$ cat config.mk
export PLATFORM = sky130hd
export DESIGN_NAME = multi_cycle_controller
export DESIGN_NICKNAME = d
export VERILOG_FILES = /design/src/rtl/multi_cycle_controller.sv
export SDC_FILE = /design/constraint.sdc
export NUM_CORES = 1
export LEC_CHECK = 0
export ABC_AREA = 1
export ABC_CLOCK_PERIOD_IN_PS = 2590
export CAP_MARGIN = 30
export CORE_ASPECT_RATIO = 1.25
export CORE_MARGIN = 5
export CORE_UTILIZATION = 50
export CTS_CLUSTER_DIAMETER = 200
export DETAILED_ROUTE_END_ITERATION = 16
export PLACE_DENSITY = 0.86
export SLEW_MARGIN = 20
export SYNTH_ARGS = -nofsm -noshare
export SYNTH_HDL_FRONTEND = slang
export SYNTH_SLANG_ARGS = --single-unit
$ cat constraint.sdc
create_clock -name Clk -period 2.59 [get_ports Clk]
set_input_delay 0.777 -clock Clk [delete_from_list [all_inputs] [get_ports Clk]]
set_output_delay 0.777 -clock Clk [all_outputs]
set_load 0.02 [all_outputs]
$ cat src/rtl/multi_cycle_controller.sv
// Multi-cycle MIPS sequencer: steps each instruction through fetch, decode, execute,
// memory and writeback, and arbitrates the shared memory port with an ack watchdog.
module multi_cycle_controller #(
  parameter int ACK_TIMEOUT = 16,
  parameter int CNT_W       = 16
) (
  input  logic             Clk,
  input  logic             Reset,
  input  logic [31:0]      Instruction_Code,
  input  logic             Alu_Zero,
  input  logic             Mem_Ack,
  output logic             Mem_Req,
  output logic             Mem_We,
  output logic             Mem_Addr_Sel,
  output logic             IR_Load,
  output logic             MDR_Load,
  output logic             PC_Write,
  output logic             PC_Src,
  output logic [5:0]       ALU_Op,
  output logic             ALU_Src,
  output logic             Reg_Dest,
  output logic             Reg_Wr,
  output logic             Mem_To_Reg,
  output logic             Instr_Done,
  output logic [CNT_W-1:0] Instr_Count,
  output logic             Error
);

  // state  | meaning
  // FETCH  | instruction read from memory at PC; PC <= PC+4 on ack
  // DECODE | opcode captured from IR; NOP retires here
  // EXEC   | ALU operation; branch resolves and retires here
  // MEM    | load/store access at ALU-result address
  // WB     | register file write
  // ERR    | illegal opcode or memory timeout; held until reset
  typedef enum logic [2:0] {FETCH, DECODE, EXEC, MEM, WB, ERR} state_t;

  localparam logic [5:0] OP_RTYPE = 6'b000000;
  localparam logic [5:0] OP_IMM   = 6'b000001;
  localparam logic [5:0] OP_BR    = 6'b000010;
  localparam logic [5:0] OP_LW    = 6'b100011;
  localparam logic [5:0] OP_SW    = 6'b101011;
  localparam logic [7:0] TMO_LAST = 8'(ACK_TIMEOUT - 1);

  state_t           state_q, state_d;
  logic [5:0]       opcode_q;
  logic [7:0]       tmo_cnt_q;
  logic [CNT_W-1:0] instr_cnt_q;
  logic             error_q;
  logic [5:0]       dec_op;
  logic             in_mem_state, tmo_hit;

  logic       mem_req, mem_we, addr_sel, ir_load, mdr_load, pc_write, pc_src;
  logic [5:0] alu_op;
  logic       alu_src, reg_dest, reg_wr, mem_to_reg, done_raw;

  assign dec_op       = Instruction_Code[31:26];
  assign in_mem_state = (state_q == FETCH) || (state_q == MEM);
  assign tmo_hit      = in_mem_state && !Mem_Ack && (tmo_cnt_q == TMO_LAST);

  always_ff @(posedge Clk) begin
    if (Reset) begin
      state_q     <= FETCH;
      opcode_q    <= '0;
      tmo_cnt_q   <= '0;
      instr_cnt_q <= '0;
      error_q     <= 1'b0;
    end else begin
      state_q <= state_d;
      if (state_q == DECODE) opcode_q <= dec_op;
      // any state change clears the watchdog, so each request starts fresh
      if (state_d != state_q) tmo_cnt_q <= '0;
      else if (in_mem_state && !Mem_Ack) tmo_cnt_q <= tmo_cnt_q + 8'd1;
      if (done_raw) instr_cnt_q <= instr_cnt_q + CNT_W'(1);
      if (state_d == ERR) error_q <= 1'b1;
    end
  end

  always_comb begin
    state_d    = state_q;
    mem_req    = 1'b0;
    mem_we     = 1'b0;
    addr_sel   = 1'b0;
    ir_load    = 1'b0;
    mdr_load   = 1'b0;
    pc_write   = 1'b0;
    pc_src     = 1'b0;
    alu_op     = '0;
    alu_src    = 1'b0;
    reg_dest   = 1'b0;
    reg_wr     = 1'b0;
    mem_to_reg = 1'b0;
    done_raw   = 1'b0;
    case (state_q)
      FETCH: begin
        mem_req = 1'b1;
        if (Mem_Ack) begin
          ir_load  = 1'b1;
          pc_write = 1'b1;
          state_d  = DECODE;
        end else if (tmo_hit) begin
          state_d = ERR;
        end
      end
      DECODE: begin
        if (Instruction_Code == 32'd0) begin
          done_raw = 1'b1;
          state_d  = FETCH;
        end else if (dec_op inside {OP_RTYPE, OP_IMM, OP_BR, OP_LW, OP_SW}) begin
          state_d = EXEC;
        end else begin
          state_d = ERR;
        end
      end
      EXEC: begin
        alu_op   = opcode_q;
        alu_src  = (opcode_q != OP_RTYPE);
        reg_dest = (opcode_q == OP_RTYPE);
        case (opcode_q)
          OP_BR: begin
            pc_src   = 1'b1;
            pc_write = Alu_Zero;
            done_raw = 1'b1;
            state_d  = FETCH;
          end
          OP_LW, OP_SW: state_d = MEM;
          default:      state_d = WB;
        endcase
      end
      MEM: begin
        mem_req  = 1'b1;
        addr_sel = 1'b1;
        mem_we   = (opcode_q == OP_SW);
        alu_op   = opcode_q;
        alu_src  = 1'b1;
        if (Mem_Ack) begin
          if (opcode_q == OP_SW) begin
            done_raw = 1'b1;
            state_d  = FETCH;
          end else begin
            mdr_load = 1'b1;
            state_d  = WB;
          end
        end else if (tmo_hit) begin
          state_d = ERR;
        end
      end
      WB: begin
        reg_wr     = 1'b1;
        mem_to_reg = (opcode_q == OP_LW);
        reg_dest   = (opcode_q == OP_RTYPE);
        done_raw   = 1'b1;
        state_d    = FETCH;
      end
      ERR:     state_d = ERR;
      default: state_d = ERR;
    endcase
  end

  // reset masks every output, including the registered count and error flag
  assign Mem_Req      = mem_req    & ~Reset;
  assign Mem_We       = mem_we     & ~Reset;
  assign Mem_Addr_Sel = addr_sel   & ~Reset;
  assign IR_Load      = ir_load    & ~Reset;
  assign MDR_Load     = mdr_load   & ~Reset;
  assign PC_Write     = pc_write   & ~Reset;
  assign PC_Src       = pc_src     & ~Reset;
  assign ALU_Op       = Reset ? 6'd0 : alu_op;
  assign ALU_Src      = alu_src    & ~Reset;
  assign Reg_Dest     = reg_dest   & ~Reset;
  assign Reg_Wr       = reg_wr     & ~Reset;
  assign Mem_To_Reg   = mem_to_reg & ~Reset;
  assign Instr_Done   = done_raw   & ~Reset;
  assign Instr_Count  = Reset ? '0 : instr_cnt_q;
  assign Error        = error_q    & ~Reset;

endmodule

; ---- Word level (Yosys, flattened, before mapping)
; Cells that the tools add are included.
[word_totals]
ff_bits = 34
inputBits = 36
out_inout_bits = 35
word_cells = 81
[op_classes]
add_sub_neg = 2
eq_ne = 14
muxes = 31
bitwise_logic = 14
reduce_logical = 15
[ops]
columns = cell, n
row1 = 32-bit logical NOT, 1
row2 = 6-bit == test (second input constant), 4
row3 = 3-bit 2-to-1 mux, 6
row4 = 1-bit 2-to-1 mux, 17
row5 = 16-bit by 1-bit adder with 16-bit output (second input constant), 1
row6 = 16-bit 2-to-1 mux, 1
row7 = 3-bit one-hot mux with 5 select lines, 1
row8 = 1-bit bitwise AND, 13
row9 = 6-bit by 2-bit == test with 1-bit output (second input constant), 2
row10 = 6-bit logical NOT, 2
row11 = 6-bit 2-to-1 mux, 2
row12 = 2-bit OR reduction, 5
row13 = 8-bit by 1-bit adder with 8-bit output (second input constant), 1
row14 = 8-bit by 4-bit == test with 1-bit output (second input constant), 1
row15 = 3-bit by 2-bit == test with 1-bit output (second input constant), 2
row16 = 3-bit == test (second input constant), 2
row17 = 6-bit by 1-bit == test with 1-bit output (second input constant), 1
row18 = 3-bit one-hot mux with 2 select lines, 1
row19 = 6-bit nonzero test, 1
row20 = 5-bit nonzero test, 1
row21 = 1-bit one-hot mux with 2 select lines, 2
row22 = 1-bit one-hot mux with 4 select lines, 1
row23 = 3-bit by 1-bit == test with 1-bit output (second input constant), 1
row24 = 3-bit logical NOT, 1
row25 = 5 further kinds, 6

; ---- Depth between registers and ports, before layout
; Gate-level depths: netlist (run 1).
[logic_depth]
depth_word = 9
depth_mapped = 11
ltp_nobuf = 11

; ---- Least setup slack after synthesis (run 1)
; No wires, ideal clock.
[synth_timing]
path_kind = input to output
from = in Instruction_Code[30]
to = out Instr_Done
arrival_time_ns = 1.724
setup_slack_ns = 0.089
path_stages = 7
n_path_buf = 0
cell_sequence = inv_1 > nand2_1 > nor2_1 > nand2_1 > nor2_1 > nand3_1 > a21oi_1
[synth_via]
elab_chain_len = 4
[synth_lines]
columns = element, line
row1 = from (decl), 9  ; input logic [31:0] Instruction_Code,
row2 = 32-bit logical NOT, 106  ; if (Instruction_Code == 32'd0) begin
row3 = 1-bit 2-to-1 mux, 106
row4 = 1-bit one-hot mux with 4 select lines, 94  ; case (state_q)
row5 = 1-bit bitwise AND, 173  ; assign Instr_Done = done_raw & ~Reset;
row6 = to (decl), 24  ; output logic Instr_Done,
; Every way passes these cells.

; ---- Worst setup path in the final report (run 1)
[layout_timing]
from = in Instruction_Code[20]
to = out Instr_Done
; The elaborated chain is that of the path after synthesis.

==> results of run 1 <==
[flip-flops by register name, indices dropped and copies added (netlist names)]
register	flops
state_q	3
tmo_cnt_q	8
opcode_q	6
instr_cnt_q	16
error_q	1
[cells in the final DEF, fill, tap and decap left out, types with 4 or more instances in the layout]
master and count:
a21oi_1 25, buf_2 11, buf_4 64, buf_6 13
clkbuf_2 16, clkbuf_8 6, clkdlybuf4s15_1 6, clkdlybuf4s15_2 10
dfxtp_1 33, dlygate4sd2_1 14, inv_1 38, inv_2 5
nand2_1 39, nand2_2 4, nand3_1 34, nand4_1 9
nor2_1 71, nor2_2 8, nor2_4 7, nor3_1 7
o21ai_0 8, xnor2_1 4, xor2_1 12
[per-stage QoR]
stage | setup slack [ns] | total power [mW]
final | -0.120 | 1.58
after global routing | -0.191 | 1.61
after CTS | 0.000972 | 1.44
after detailed placement | -0.805 | 1.02
after global placement | -0.754 | 1.01
after floorplan | 0.0887 | 0.825
[cells in the mapped netlist, drive strengths merged (2+ instances only)]
cell	instances	share of area
xor2	12	0.049
a21oi	27	0.063
nand4	9	0.026
xnor2	4	0.016
ha	2	0.012
o21ai	8	0.019
dfxtp	34	0.32
nor2	86	0.15
nor4	3	0.0087
a31oi	2	0.0058
buf	4	0.0087
clkbuf	6	0.010
nand2	46	0.084
nor3	10	0.026
and2	3	0.0087
or2	2	0.0058
inv	45	0.078
nand3	38	0.093
[cell type report]
cell class	count	area, µm²
multi-input cells	257	1410
repair buffers	137	1110
flip-flops and latches	34	682
fillers	230	587
inverters	45	174
clock buffers	6	82.6
well taps	56	70.1
clock inverters	2	12.5
[logic make-up after synthesis]
family                   count (synthesis)  share of synthesized area
flip-flops                              34                      0.316
adder cells (fa/ha/maj)                  2                     0.0116
AND/OR/NAND/NOR                        198                      0.407
multiplexers                             1                    0.00523
XOR/XNOR                                16                     0.0651
buffers and inverters                   55                     0.0976
AO/OA/AOI/OAI                           40                     0.0970
[path summary, 6_finish.rpt]
path	endpoint	slack [ns]
worst min register to register	instr_cnt_q[0]	0.49
worst max-delay path	Instr_Done	-0.12
worst min-delay path	instr_cnt_q[0]	0.49
worst max register to register	instr_cnt_q[4]	0.14
[routing by layer]
metal / track usage / wire length, µm / vias up
li1: - / - / 1382
met5: 0 / 0 / -
met2: 0.553 / 5150 / 288
met4: 0.193 / 1000 / 0
met1: 0.302 / 3260 / 1468
met3: 0.0676 / 1000 / 119
[power by group through the flow]
stage	registers [mW]	logic (mW)	clock network, mW
2_1_floorplan	0.596	0.229	0
3_3_place_gp	0.601	0.406	0
3_5_place_dp	0.603	0.414	0
4_1_cts	0.592	0.430	0.423
5_1_grt	0.604	0.567	0.444
6_report	0.603	0.544	0.430
[what timing repair did]
action / in CTS / in global routing
setup endpoints to repair: 35 / 29
gates resized for setup: 156 / 107
cloned: 1 / 1
pin swaps: 29 / 29
setup buffers: 35 / 3
==> flow_summary.rst, run 1 <==
.. list-table::
   :header-rows: 1

   * - Metric
     - Value
   * - Layout Skew
     - 0.00507 ns
   * - Clock tree from TritonCTS
     - done
   * - Cell Count Post-Placement
     - 489
   * - CP arrival
     - 1.93 ns
   * - Slowest cell on crit path
     - a21oi_4
   * - Port Buf Inserts
     - 70
   * - Type of origin of the critical path
     - input port
   * - Data required time at the worst endpoint
     - 1.81 ns
   * - Die footprint
     - 5730 µm²
   * - Latest clock arrival within the worst-skew pair
     - 0.29 ns
   * - Depth of the most critical reg-to-reg path
     - 14
   * - Worst hold slack after final layout
     - 0.490 ns
   * - Max-slew violation total from the final report
     - 0
   * - Final HPWL DP
     - 5.00 mm
   * - Share of final-layout standard cells stronger than drive strength 1
     - 0.349
   * - Design Area, Final
     - 3540 µm²
   * - Dominant register cell in the synthesized netlist
     - dfxtp_1
   * - Total of endpoints with negative setup slack in the final report
     - 13
   * - RSZ-0062 raised after global routing
     - yes
   * - Reg-to-Reg Start
     - state_q[0]
   * - Synth Cell Area
     - 2150 µm²
   * - # clock sinks
     - 34
   * - FMAX
     - 369 MHz
   * - Unique masters post-synth
     - 31
   * - Largest net degree at the start of global routing
     - 18
   * - Vias
     - 3257
   * - Post-layout util
     - 0.858
   * - Count of buffer and inverter cells on the critical path
     - 2
   * - Total routing resource utilization after global routing
     - 0.309
   * - Final Routed Wirelength
     - 10.4 mm
   * - Synthesized area divided by synthesized cell count
     - 6.22 µm²
   * - Width of the die
     - 68.7 µm
   * - Remaining antenna violation count after routing
     - 0
   * - Number of design rule violations left after detail routing
     - 0
   * - Relative area change from synthesis to final layout
     - 64.6%
   * - Logic pwr share
     - 0.345
   * - Number of global-route vias before repair
     - 3105
   * - Worst IR Drop VDD
     - 0.404 mV
   * - Vias per cell
     - 6.07
   * - NumNets Final
     - 518
   * - Power spent charging and discharging nets
     - 0.589 mW
   * - Clock root cell
     - clkbuf_8
   * - Total overflow reported by the global router
     - 0
   * - Gate count after technology mapping
     - 346
   * - Iter 0 DRT Violations
     - 478
   * - Post-route clock period utilization
     - 1.05
   * - Clock Pin Slew Worst Setup and Hold Paths
     - 0.07 ns
   * - Number of core rows
     - 26
   * - Sequential share of the synthesized area
     - 0.316
   * - Setup CP Type
     - in2out
   * - Cell depth of the worst min-delay path
     - 1
   * - Number of levels the H-tree was split into
     - 2
   * - Warnings, synthesis
     - 0
   * - Kind of cell adding the most delay to the critical path
     - simple AND/OR/NAND/NOR gates
   * - Measured slew at the worst slew-check pin
     - 0.464 ns
   * - Post-route minimum period
     - 2.71 ns
   * - Static Leakage
     - 1.60 nW
   * - Drt wl/cell
     - 19.4 µm
   * - Final worst slack
     - -0.120 ns
   * - Number of failing hold endpoints at the final stage
     - 0
   * - Hold/Removal Path Class
     - reg2reg
   * - Clock network fraction of design power
     - 0.273
   * - Cts hold-fix bufs
     - 0
   * - Number of top-level pins
     - 71
   * - Final RePlAce weighted congestion
     - 0.921
   * - Highest fanout seen on the critical path
     - 2
   * - Total clock buffers created by CTS
     - 5
   * - Setup tns final
     - -0.741 ns
   * - Syn Nets
     - 384
   * - Chip height
     - 83.4 µm
   * - Area inside the core boundary
     - 4130 µm²
   * - Sequential cell fraction of total power
     - 0.382
   * - Worst setup EP type
     - output port
   * - Count of state elements after synthesis
     - 34
   * - Pre-Repair DR Iteration Count
     - 8
   * - Switching portion of total power
     - 0.374
   * - Slowest stage delay, CP
     - 0.20 ns
   * - Maximum root-to-sink buffer count
     - 2
   * - Power Density
     - 445 nW/µm²
   * - Relative slew slack
     - 0.688
   * - Violated checks
     - negative setup slack
   * - Number of max-capacitance violations reported
     - 0
   * - Final cell count without fillers
     - 537
   * - Instance area after placement
     - 3100 µm²
   * - Starting Density
     - 0.521
   * - Internal power contribution
     - 0.988 mW
   * - Number of antenna violations at the first check in global routing
     - 0
   * - Post-synthesis async set-or-reset flop share
     - 0
   * - Hold Startpoint
     - instr_cnt_q[0]
   * - Diode count
     - 0
   * - Timing startpoint of the critical path
     - Instruction_Code[20]
   * - Critical path depth
     - 7
   * - CP cell instances
     - clkdlybuf4s15_1 > nor2_1 > nand4_1 > nor2_2 > nand3_2 > a21oi_4 > buf_6
   * - Status
     - finished, violations left
   * - Wire length of the first global-routing pass
     - 13.7 mm
   * - Post-synth EDFFs
     - 0
No activity file was read; power rests on OpenSTA's default activity.
==> run 2, diff against run 1 <==
- MAX_ROUTING_LAYER: not set -> met4
- TNS_END_PERCENT: not set -> 20
==> flow_summary.rst, run 2 (synthesis gave the netlist of run 1 again) <==
.. list-table::
   :header-rows: 1

   * - Metric
     - Value
   * - Width of the die
     - 68.7 µm
   * - Violated checks
     - negative setup slack
   * - Cell Count Post-Placement
     - 489
   * - Worst R2R End
     - instr_cnt_q[4]
   * - Cell depth of the worst min-delay path
     - 1
   * - Post-route clock period utilization
     - 1.02
   * - Most frequent cells in the layout
     - nor2_1, buf_4, inv_1, nand2_1
   * - Starting Density
     - 0.521
   * - Clock Pin Slew Worst Setup and Hold Paths
     - 0.07 ns
   * - Reg-to-Reg Start
     - state_q[0]
   * - Kind of cell adding the most delay to the critical path
     - simple AND/OR/NAND/NOR gates
   * - DP Worst Slack
     - -0.805 ns
   * - Cts hold-fix bufs
     - 0
   * - R2R setup slack
     - 0.23 ns
   * - Final Routed Wirelength
     - 9.21 mm
   * - Total of endpoints with negative setup slack in the final report
     - 1
   * - Die footprint
     - 5730 µm²
   * - Area inside the core boundary
     - 4130 µm²
   * - Worst IR Drop VDD
     - 0.408 mV
   * - Post-route minimum period
     - 2.65 ns
   * - CP cell instances
     - clkdlybuf4s15_1 > nor2_1 > and2_4 > nand2_4 > nor2_4 > nand3_4 > a21oi_4 > buf_6
   * - Status
     - finished, violations left
   * - Total overflow reported by the global router
     - 0
   * - Number of antenna violations at the first check in global routing
     - 0
   * - Number of top-level pins
     - 71
   * - Total routing resource utilization after global routing
     - 0.329
   * - Final worst slack
     - -0.0624 ns
   * - Most flops, register
     - instr_cnt_q
   * - Worst setup EP type
     - output port
   * - Number of core rows
     - 26
   * - Largest net degree at the start of global routing
     - 18
   * - Number of global-route vias before repair
     - 3093
   * - Instance area after placement
     - 3100 µm²
   * - Share of final-layout standard cells stronger than drive strength 1
     - 0.338
   * - Max-slew violation total from the final report
     - 0
   * - Design Area, Final
     - 3420 µm²
   * - Vias
     - 3038
   * - Clock tree from TritonCTS
     - done
   * - Port Buf Inserts
     - 70
   * - Static Leakage
     - 1.59 nW
   * - Worst hold slack after final layout
     - 0.492 ns
   * - Power Density
     - 439 nW/µm²
   * - Vias per cell
     - 5.68
   * - Relative area change from synthesis to final layout
     - 58.6%
   * - Iter 0 DRT Violations
     - 440
   * - Total clock buffers created by CTS
     - 5
   * - CP arrival
     - 1.88 ns
   * - Final cell count without fillers
     - 535
   * - Hold/Removal Path Class
     - reg2reg
   * - Drt wl/cell
     - 17.2 µm
   * - Post-layout util
     - 0.827
   * - Pre-Repair DR Iteration Count
     - 5
   * - Slowest stage delay, CP
     - 0.19 ns
   * - Measured slew at the worst slew-check pin
     - 0.449 ns
   * - Relative slew slack
     - 0.698
   * - Clock root cell
     - clkbuf_8
   * - FMAX
     - 377 MHz
   * - Latest clock arrival within the worst-skew pair
     - 0.29 ns
   * - Largest registers in the final layout
     - instr_cnt_q x16, tmo_cnt_q x8, opcode_q x6
   * - Count of buffer and inverter cells on the critical path
     - 2
   * - Power, Total
     - 1.50 mW
   * - Diode count
     - 0
   * - # clock sinks
     - 34
   * - Final HPWL DP
     - 5.00 mm
   * - Maximum root-to-sink buffer count
     - 2
   * - Chip height
     - 83.4 µm
   * - Setup CP Type
     - in2out
   * - Final RePlAce weighted congestion
     - 0.937
   * - Depth of the most critical reg-to-reg path
     - 14
   * - Hold Startpoint
     - instr_cnt_q[0]
   * - Data required time at the worst endpoint
     - 1.81 ns
   * - Worst Hold Endpoint
     - instr_cnt_q[0]
   * - Highest fanout seen on the critical path
     - 2
   * - Slowest cell on crit path
     - and2_4
   * - Layout Skew
     - 0.00647 ns
   * - Number of levels the H-tree was split into
     - 2
   * - Number of failing hold endpoints at the final stage
     - 0
   * - Wire length of the first global-routing pass
     - 14.1 mm
   * - RSZ-0062 raised after global routing
     - yes
   * - Type of origin of the critical path
     - input port
   * - Most common cell after layout, fill and taps aside
     - nor2_1
   * - Remaining antenna violation count after routing
     - 0
   * - Flip-flop count of the largest register, all copies and words added
     - 16
   * - Setup tns final
     - -0.0624 ns
   * - Number of design rule violations left after detail routing
     - 0
   * - Number of max-capacitance violations reported
     - 0
   * - NumNets Final
     - 516
==> run 2: cell count changes in the layout (fill, tap and decap cells not counted), sizes merged <==
cell           delta
dlymetal6s2s      +1
buf               -9
clkbuf            +9
clkdlybuf4s15     -3
==> run 2: routing by layer <==
layer	part of all wire	GRT usage	up-vias
met4	0.075	0.184	0
met3	0.084	0.0797	78
met1	0.32	0.324	1372
li1	-	-	1376
met2	0.52	0.566	212
met5	0	-	-
==> run 2: repair_timing <==
item                       CTS  global route
pin swaps                   29            26
gates resized for setup    153            84
setup endpoints to repair   35            30
buffers inserted            35             2
cloned                       1             0
==> run 2: how the worst max path moves through the flow <==
stage	start	to	slack, ns	depth (start not counted)
floorplan	Instruction_Code[30]	Instr_Done	0.09	7
global placement	Instruction_Code[31]	Instr_Done	-0.75	9
detailed placement	Instruction_Code[31]	Instr_Done	-0.81	9
CTS	Instruction_Code[3]	Instr_Done	-0.1	7
global route	state_q[1]	Instr_Done	-0.09	6
finish	Instruction_Code[0]	Instr_Done	-0.06	8
==> run 2: report_power, final <==
group	total, mW	internal (mW)	leakage [nW]	switching (mW)
clock network	0.427	0.214	0.0472	0.213
registers	0.598	0.558	0.276	0.0402
logic	0.476	0.192	1.27	0.284
total	1.50	0.964	1.59	0.538
==> run 2: cell type report <==
type,instances,area (µm²)
clock buffer,6,82.6
clock inverter,2,12.5
fill,276,716
inverter,45,169
multi-input combinational,257,1390
sequential,34,681
tap,56,70.1
timing repair buffer,135,1010
==> run 2: worst register-to-register path, delay by kind of cell (launching register included) <==
kind	cells	cell delay, ns
buffers and inverters	8	1.04
DFF	1	0.50
and+or+nand+nor	6	0.71
